File: src/rtl/dds_fm_ctrl_pkg.sv
// Shared types and helpers for the DDS FM modulation controller.
package dds_fm_pkg;

  typedef enum logic [1:0] {IDLE, ARMED, MUL, ADD} fm_state_e;

  localparam int unsigned DEF_NBITS       = 13;
  localparam int unsigned DEF_NBITS_AUDIO = 12;
  localparam int unsigned DEF_NBITS_KDEV  = 8;
  localparam int unsigned SAT_W           = 32;

  // Signed sample times zero-extended gain needs one extra bit.
  function automatic int unsigned prod_width(input int unsigned nbits_audio,
                                             input int unsigned nbits_kdev);
    return nbits_audio + nbits_kdev + 1;
  endfunction

  function automatic int unsigned sum_width(input int unsigned nbits);
    return nbits + 2;
  endfunction

  function automatic logic [SAT_W-1:0] sat_unsigned(input logic signed [SAT_W-1:0] sum,
                                                    input int unsigned nbits);
    logic [SAT_W-1:0] max_v;
    max_v = (SAT_W'(1) << nbits) - SAT_W'(1);
    if (sum < 0) return '0;
    if (sum > $signed(max_v)) return max_v;
    return sum;
  endfunction

endpackage

File: src/rtl/dds_fm_ctrl_if.sv
// Audio sample valid/ready stream into the FM controller.
interface dds_fm_ctrl_if
  import dds_fm_pkg::*;
#(
  parameter int unsigned NBITS_AUDIO = DEF_NBITS_AUDIO
);
  logic signed [NBITS_AUDIO-1:0] s_data;
  logic                          s_valid;
  logic                          s_ready;

  modport master (output s_data, output s_valid, input s_ready);
  modport slave  (input s_data, input s_valid, output s_ready);
endinterface

File: src/rtl/dds_fm_ctrl_clk_enable_div.sv
// Free-running enable divider: one-cycle tick every DIV cycles while run is high.
module clk_enable_div #(
  parameter int unsigned DIV = 4
) (
  input  logic clock,
  input  logic reset,
  input  logic run,
  output logic tick
);
  localparam int unsigned    CW   = (DIV > 1) ? $clog2(DIV) : 1;
  localparam logic [CW-1:0]  LAST = CW'(DIV - 1);

  logic [CW-1:0] cnt_q, cnt_d;

  always_comb begin
    cnt_d = cnt_q;
    if (!run)              cnt_d = '0;
    else if (cnt_q == LAST) cnt_d = '0;
    else                    cnt_d = cnt_q + 1'b1;
  end

  always_ff @(posedge clock or posedge reset) begin
    if (reset) cnt_q <= '0;
    else       cnt_q <= cnt_d;
  end

  assign tick = run && (cnt_q == LAST);
endmodule

File: src/rtl/dds_fm_ctrl.sv
// FM sequencer for the DDS: enable cadence, sample intake and saturated phaseinc.
module dds_fm_ctrl
  import dds_fm_pkg::*;
#(
  parameter int unsigned NBITS       = DEF_NBITS,
  parameter int unsigned NBITS_AUDIO = DEF_NBITS_AUDIO,
  parameter int unsigned NBITS_KDEV  = DEF_NBITS_KDEV,
  parameter int unsigned KSHIFT      = 6,
  parameter int unsigned ENDIV       = 4,
  parameter int unsigned SAMPLEDIV   = 64
) (
  input  logic                  clock,
  input  logic                  reset,
  input  logic                  run,
  input  logic [NBITS-1:0]      carrier_inc,
  input  logic [NBITS_KDEV-1:0] kdev,
  dds_fm_ctrl_if.slave          s_if,
  output logic                  enableclk,
  output logic [NBITS-1:0]      phaseinc,
  output logic                  underrun,
  input  logic                  clear_underrun
);
  localparam int unsigned   PROD_W   = prod_width(NBITS_AUDIO, NBITS_KDEV);
  localparam int unsigned   SUM_W    = sum_width(NBITS);
  localparam int unsigned   SW       = (SAMPLEDIV > 1) ? $clog2(SAMPLEDIV) : 1;
  localparam logic [SW-1:0] SMP_LAST = SW'(SAMPLEDIV - 1);

  clk_enable_div #(.DIV(ENDIV)) u_en_div (
    .clock (clock),
    .reset (reset),
    .run   (run),
    .tick  (enableclk)
  );

  logic [SW-1:0] smp_cnt_q;
  logic          sample_due;

  assign sample_due = enableclk && (smp_cnt_q == SMP_LAST);

  always_ff @(posedge clock or posedge reset) begin
    if (reset)          smp_cnt_q <= '0;
    else if (!run)      smp_cnt_q <= '0;
    else if (enableclk) smp_cnt_q <= (smp_cnt_q == SMP_LAST) ? '0 : smp_cnt_q + 1'b1;
  end

  fm_state_e                     state_q;
  logic                          buf_full_q;
  logic signed [NBITS_AUDIO-1:0] buf_q, sample_q;
  logic signed [PROD_W-1:0]      prod_q, prod_d;
  logic signed [SUM_W-1:0]       shifted, sum_d;
  logic [NBITS-1:0]              phaseinc_q, phaseinc_d;
  logic                          underrun_q;
  logic                          handshake;

  // Ready depends only on registered state, never on s_valid.
  assign s_if.s_ready = (state_q != IDLE) && !buf_full_q;
  assign handshake    = s_if.s_valid && s_if.s_ready;

  always_comb begin
    prod_d     = PROD_W'(sample_q) * PROD_W'($signed({1'b0, kdev}));
    shifted    = SUM_W'(prod_q >>> KSHIFT);
    sum_d      = $signed(SUM_W'(carrier_inc)) + shifted;
    phaseinc_d = NBITS'(sat_unsigned(SAT_W'(sum_d), NBITS));
  end

  always_ff @(posedge clock or posedge reset) begin
    if (reset) begin
      state_q    <= IDLE;
      buf_full_q <= 1'b0;
      buf_q      <= '0;
      sample_q   <= '0;
      prod_q     <= '0;
      phaseinc_q <= '0;
      underrun_q <= 1'b0;
    end else begin
      // A new underrun outranks a simultaneous clear request.
      if (sample_due && (state_q == ARMED) && !buf_full_q) underrun_q <= 1'b1;
      else if (clear_underrun)                              underrun_q <= 1'b0;

      if (!run) begin
        state_q    <= IDLE;
        buf_full_q <= 1'b0;
        phaseinc_q <= carrier_inc;
      end else begin
        if (handshake) begin
          buf_full_q <= 1'b1;
          buf_q      <= s_if.s_data;
        end
        unique case (state_q)
          IDLE: begin
            phaseinc_q <= carrier_inc;
            state_q    <= ARMED;
          end
          ARMED: begin
            if (sample_due && buf_full_q) begin
              sample_q   <= buf_q;
              buf_full_q <= 1'b0;
              state_q    <= MUL;
            end
          end
          MUL: begin
            prod_q  <= prod_d;
            state_q <= ADD;
          end
          ADD: begin
            phaseinc_q <= phaseinc_d;
            state_q    <= ARMED;
          end
          default: state_q <= IDLE;
        endcase
      end
    end
  end

  assign phaseinc = phaseinc_q;
  assign underrun = underrun_q;
endmodule

File: src/flat_wrapper.sv
// flat-port wrapper written by rule: the top's interface ports become plain ports
module dds_fm_ctrl_flat import dds_fm_pkg::*;
#(
  parameter int unsigned NBITS       = DEF_NBITS,
  parameter int unsigned NBITS_AUDIO = DEF_NBITS_AUDIO,
  parameter int unsigned NBITS_KDEV  = DEF_NBITS_KDEV,
  parameter int unsigned KSHIFT      = 6,
  parameter int unsigned ENDIV       = 4,
  parameter int unsigned SAMPLEDIV   = 64
)
  (clock, reset, run, carrier_inc, kdev, enableclk, phaseinc, underrun, clear_underrun, s_if_s_data, s_if_s_valid, s_if_s_ready);
  dds_fm_ctrl_if #(.NBITS_AUDIO(NBITS_AUDIO)) s_if_i ();
  input  logic clock;
  input  logic reset;
  input  logic run;
  input  logic [NBITS-1:0] carrier_inc;
  input  logic [NBITS_KDEV-1:0] kdev;
  output logic enableclk;
  output logic [NBITS-1:0] phaseinc;
  output logic underrun;
  input  logic clear_underrun;
  input wire logic [$bits(s_if_i.s_data)-1:0] s_if_s_data;
  input wire logic [$bits(s_if_i.s_valid)-1:0] s_if_s_valid;
  output wire logic [$bits(s_if_i.s_ready)-1:0] s_if_s_ready;
  assign s_if_i.s_data = s_if_s_data;
  assign s_if_i.s_valid = s_if_s_valid;
  assign s_if_s_ready = s_if_i.s_ready;
  dds_fm_ctrl #(.NBITS(NBITS), .NBITS_AUDIO(NBITS_AUDIO), .NBITS_KDEV(NBITS_KDEV), .KSHIFT(KSHIFT), .ENDIV(ENDIV), .SAMPLEDIV(SAMPLEDIV)) u_core (.clock(clock), .reset(reset), .run(run), .carrier_inc(carrier_inc), .kdev(kdev), .s_if(s_if_i), .enableclk(enableclk), .phaseinc(phaseinc), .underrun(underrun), .clear_underrun(clear_underrun));
endmodule
File: config.mk
export PLATFORM = sky130hd
export DESIGN_NAME = dds_fm_ctrl_flat
export DESIGN_NICKNAME = d
export VERILOG_FILES = /design/src/rtl/dds_fm_ctrl_pkg.sv /design/src/rtl/dds_fm_ctrl_if.sv /design/src/rtl/dds_fm_ctrl_clk_enable_div.sv /design/src/rtl/dds_fm_ctrl.sv /design/src/flat_wrapper.sv
export SDC_FILE = /design/constraint.sdc
export NUM_CORES = 1
export LEC_CHECK = 0
export CAP_MARGIN = 20
export CORE_ASPECT_RATIO = 0.75
export CORE_MARGIN = 2
export CORE_UTILIZATION = 28
export DETAILED_ROUTE_END_ITERATION = 10
export HOLD_SLACK_MARGIN = 0.1
export PLACE_DENSITY = 0.54
export SLEW_MARGIN = 25
export SYNTH_ARGS = -nofsm -noshare
export SYNTH_HDL_FRONTEND = slang
export SYNTH_SLANG_ARGS = --single-unit
File: constraint.sdc
create_clock -name clock -period 6.1 [get_ports clock]
set_input_delay 0.915 -clock clock [delete_from_list [all_inputs] [get_ports clock]]
set_output_delay 0.915 -clock clock [all_outputs]
set_load 0.02 [all_outputs]
# After elaboration in Yosys (flattened, before gate mapping)
# Cells that the tools add are included.
op_classes:
  add_sub_neg: 3
  multipliers: 1
  order_cmp: 2
  eq_ne: 8
  n_mux: 23
  reduce_logical: 15
ops:
  columns: ["op", "n"]
  rows:
  - ["2-to-1 mux 13 bit", 5]
  - ["case mux 13 bit (2 select lines)", 1]
  - ["multiplier 12 x 9 -> 21 bit", 1]
  - ["2-to-1 mux 6 bit", 3]
  - ["adder 14 x 15 -> 15 bit", 1]
  - ["> comparator 15 x 14 -> 1 bit (second input constant)", 1]
  - ["< comparator 15 x 1 -> 1 bit (second input constant)", 1]
  - ["2-to-1 mux 1 bit", 9]
  - ["2-to-1 mux 2 bit", 4]
  - ["logical AND 1 bit", 7]
  - ["adder 6 x 1 -> 6 bit (second input constant)", 1]
  - ["equality test 2 bit (second input constant)", 3]
  - ["equality test 6 bit (second input constant)", 1]
  - ["case mux 2 bit (3 select lines)", 1]
  - ["AND reduction 2 bit", 2]
  - ["nonzero test 2 bit", 2]
  - ["!= test 3 x 1 -> 1 bit (second input constant)", 1]
  - ["!= test 3 bit (second input constant)", 1]
  - ["AND reduction 3 bit", 1]
  - ["adder 2 x 1 -> 2 bit (second input constant)", 1]
  - ["equality test 2 x 1 -> 1 bit (second input constant)", 1]
  - ["zero test 2 bit", 1]
  - ["!= test 2 x 1 -> 1 bit (second input constant)", 1]
  - ["OR reduction 2 bit", 1]
  - ["zero test 1 bit", 1]
word_totals:
  register_bits: 70
  inputBits: 38
  out_inout_bits: 16
  word_cells: 61

# Depth between registers and ports, before layout
depth:
  depth_word: 8
  mapped_depth: 19
  ltp_nobuf: 18

# Cells and area by module
# Synthesis repeated with hierarchy kept, for this count alone.
hier_totals:
  cells_unflattened: 733
  area_unflattened_um2: 6812.8
modules_own_cells:
  columns: ["mod", "n_inst", "cells_per_inst", "area_per_inst_um2"]
  rows:
  - ["dds_fm_ctrl", 1, 726, 6720.2]
  - ["clk_enable_div", 1, 7, 92.6]

# Least setup slack after synthesis
# OpenSTA, ideal clock, no wires.
synth_timing:
  path_type: "input-to-reg"
  startpoint: "input kdev[1]"
  endpoint: "register u_core.prod_q[19]"
  setup_time_ns: 0.135
  arrival_time_ns: 5.165
  required_ns: 5.965
  path_slack_ns: 0.800
  cell_stages: 18
  n_path_buf: 1
  cell_sequence: "clkbuf_1 and2_1 fa_1 inv_1 fa_1 inv_1 fa_1 inv_1 fa_1 inv_1 ha_1 and3_1 and4_1 a31oi_1 a31oi_2 a31o_2 xnor2_1 o21ai_0"
synth_between:
  elab_chain_cells: 1
synth_rtl:
  columns: ["element", "line", "rtl"]
  rows:
  - ["start, declared", "flat_wrapper.sv:17", "input logic [NBITS_KDEV-1:0] kdev;"]
  - ["multiplier 12 x 9 -> 21 bit", "dds_fm_ctrl.sv:60", "prod_d = PROD_W'(sample_q) * PROD_W'($signed({1'b0, kdev}));"]
  - ["end signal, assigned", "dds_fm_ctrl.sv:102", "prod_q <= prod_d;"]
  - ["end, declared", "dds_fm_ctrl.sv:49", "logic signed [PROD_W-1:0] prod_q, prod_d;"]
# Every way passes these cells.
# A chain may end at the register's enable or synchronous reset.

# Final worst setup path
layout_timing:
  startpoint: "input kdev[5]"
  endpoint: "register u_core.prod_q[13]"
# Same word-level chain as after synthesis.

==> results.yml <==
synth:
  synth.mux.area_fraction_pct: 4.40
  async_flop_share_pct: 100
  synth-seq-cells: 64
  postSynthAreaPerCell_sq_um: 9.19
  synth.distinct_cells: 54
  yosysWarnings: 0
  synth_top_family_by_area: "adder cells"
  synth-simple-area-share_pct: 14.5
  yosys_most_used_dff: "dfrtp_1"
  synth_compound_area_share_pct: 11.3
  synth_area_sq_mm: 0.00686
  synth_fa_ha_area_share_pct: 33.2
  synth_largest_area_cell: "dfrtp_1"
  synth_top_area_share_pct: 23.4
  synth_area_leaders: "dfrtp_1 (23%), fa_1 (23%), ha_1 (10%)"
  synthXorXnorAreaFrac_pct: 4.36
  syn_nets: 919
  synth_common_cells: "inv_1 (137), nand2_1 (86), fa_1 (78)"
  syn_inst: 746
  yosysMostFrequentCell: "inv_1"
  synth_edf_count: 0
  ys_seq_area_share_pct: 23.4
grt:
  grt_pass1_vias: 5126
  antenna_found_initial: 0
  track_usage_pct: 13.0
  gr-total-overflow: 0
  grt_max_degree: 65
  grt_pass1_wl_um: 26600
finish:
  design_area_sq_mm: 0.00809
  drive_above_1_share_pct: 8.65
  n_antenna_cell: 0
  syn2layout_area_growth_pct: 18.0
  fillCellCount: 2524
  nets: 966
worst_setup_path:
  endpoint_kind: "flop"
  critPathKind: "input port to flop"
  slowest_delay_ns: 0.77
  crit_arrival_ns: 5.80
  critPathMaxFanout: 12
  r2r-end: "u_core.prod_q[19]"
  cp_cell_sequence: "clkdlybuf4s50_1 -> nand2_1 -> fa_1 -> fa_1 -> inv_1 -> fa_1 -> inv_1 -> fa_1 -> inv_1 -> ha_1 -> nor4_1 -> o21ai_1 -> a31oi_1 -> o21bai_1 -> a21o_1 -> a211oi_1 -> o31ai_1"
  crit_path_top_delay_cell: "clkdlybuf4s50_1"
  r2r_slack_ns: 1.13
  path_common_cell: "fa_1"
  cp-startpoint: "kdev[5]"
  crit_end: "u_core.prod_q[13]"
  worstRegToRegCells: 17
  worst_setup_path_start_kind: "input port"
  required_ns: 6.26
  timing.rr.start: "u_core.sample_q[11]"
route:
  vias: 5075
  drt-met1-wl_um: 8030
  highest_layer: "met4"
  vias_per_cell: 4.50
  drc: 0
  wl_met2_um: 6630
  dr.pass1.iters: 4
  ant_nets: 0
  wl_um: 15800
  drt_first_iter_violations: 287
  met3WireLength_um: 1050
  wire_per_inst_um: 14.0
cts:
  cts_setup_buffers: 0
  cts_made_buffers: 9
  post_cts_resized: 0
  cts_tree: "yes"
  cts_max_level: 3
  cts_buffer_depth: 2
  cts_hold_buf: 0
  cts-root-buf: "clkbuf_16"
  cts.clk_slew.worst_paths_ns: 0.05
  cts.sinks: 64
  insertion_delay_ns: 0.32
placement:
  portBuffers: 53
  dp_hpwl_um: 13000
  gp_congestion: 0.789
  placed_area_sq_mm: 0.00777
timing:
  setup_viol: 0
  rsz0062_at_grt: "false"
  clock_skew_ns: 0.0144
  tns_ns: 0
  slew_violations: 0
  max-slew-margin-rel_pct: 42.3
  max_freq_mhz: 177
  tightest_slew_ns: 0.866
  fin_crit_sh_pct: 92.5
  hold_violations: 0
  fin_crit_ns: 5.64
worst_hold_path:
  hold_path_depth: 1
  hold_path.class: "flop to flop"
  hold_start: "u_core.u_en_div.cnt_q[0]"
die:
  rows: 49
  die_width_um: 185
  dieArea_sq_mm: 0.0258
  core_sq_mm: 0.0240
  die-height_um: 140
  start_util_pct: 28.5
  io_pins: 54
outcome:
  status: "complete, no violations"
pwr:
  vdd_drop_max_v: 0.000125
  p_leak_nw: 4.02
  p_per_area_mw_per_mm2: 157
job:
  drv_cap: 0
[area by class of cell]
class                      instances  area [sq um]  area share (%)
tap                              331           414            5.12
timing repair buffer              61           591            7.30
inverter                         137           514            6.36
sequential                        64          1600            19.8
multi-input combinational        520          4650            57.5
clock buffer                      14           284            3.51
clock inverter                     2          35.0           0.433
[how the worst min path moves through the flow]
| stage | to |
|---|---|
| 6_report | u_core.u_en_div.cnt_q[0] |
| 5_1_grt | u_core.u_en_div.cnt_q[0] |
| 3_5_place_dp | u_core.u_en_div.cnt_q[0] |
| 2_1_floorplan | u_core.u_en_div.cnt_q[0] |
| 4_1_cts | u_core.u_en_div.cnt_q[0] |
| 3_3_place_gp | u_core.u_en_div.cnt_q[0] |
[stage by stage]
stage	cells	power (mW)	hold WS [ns]	setup slack, ns	util [%]
3_5_place_dp	1113	0.735	0.430	0.146	32.3
2_1_floorplan	746	0.631	0.415	0.800	-
4_1_cts	1129	1.29	0.444	0.472	33.6
3_3_place_gp	1113	0.733	0.436	0.214	32.3
6_report	1129	1.27	0.441	0.460	33.6
5_1_grt	1129	1.34	0.465	0.155	33.6
[power by group]
part	internal, mW	switching, mW
clock	0.361	0.185
combinational	0.108	0.117
sequential	0.473	0.0274
total	0.942	0.329
[sequential cells by signal, indices dropped and copies added (netlist names)]
name	count
u_core.underrun	1
u_core.buf_q	12
u_core.state_q	2
u_core.smp_cnt_q	6
u_core.buf_full_q	1
u_core.prod_q	15
u_core.phaseinc	13
u_core.u_en_div.cnt_q	2
u_core.sample_q	12
[critical path: cells and delay by family]
family	cells	cell delay (ns)
fa+ha+maj	5	2.27
simple gates	2	0.46
buf+inv	4	0.92
compound gates	6	1.24
[routing by layer]
metal  vias to the layer above  global-route usage (%)
li1                       2473                       -
met1                      2490                    20.4
met2                       106                    18.5
met3                         6                    2.98
met4                         0                    1.55
met5                         -                       0
[cell families (layout without fill, tap and decap cells)]
family | after synthesis | after routing
AND/OR/NAND/NOR | 208 | 208
XOR/XNOR | 32 | 32
AO/OA/AOI/OAI | 118 | 118
flip-flops | 64 | 64
buffers and inverters | 162 | 214
adder cells (fa/ha/maj) | 135 | 135
multiplexers | 27 | 27
[placed cells by master (no fill, tap or decap), types with 3 or more instances in the layout]
master / count
a211oi_1: 7
a211oi_2: 3
a21o_1: 6
a21oi_1: 26
a31o_2: 3
a31oi_1: 4
and2_1: 42
and3_1: 3
buf_4: 8
clkbuf_16: 9
clkbuf_8: 4
clkdlybuf4s50_1: 53
dfrtp_1: 64
fa_1: 78
ha_1: 57
inv_1: 136
mux2_2: 25
nand2_1: 86
nand3_1: 8
nand4_1: 4
nor2_1: 46
nor3_1: 4
o211ai_1: 3
o21a_1: 3
o21ai_0: 35
o21ai_1: 3
o21bai_1: 5
o22ai_1: 8
xnor2_1: 14
xor2_1: 17
No activity file was read; power rests on OpenSTA's default activity.
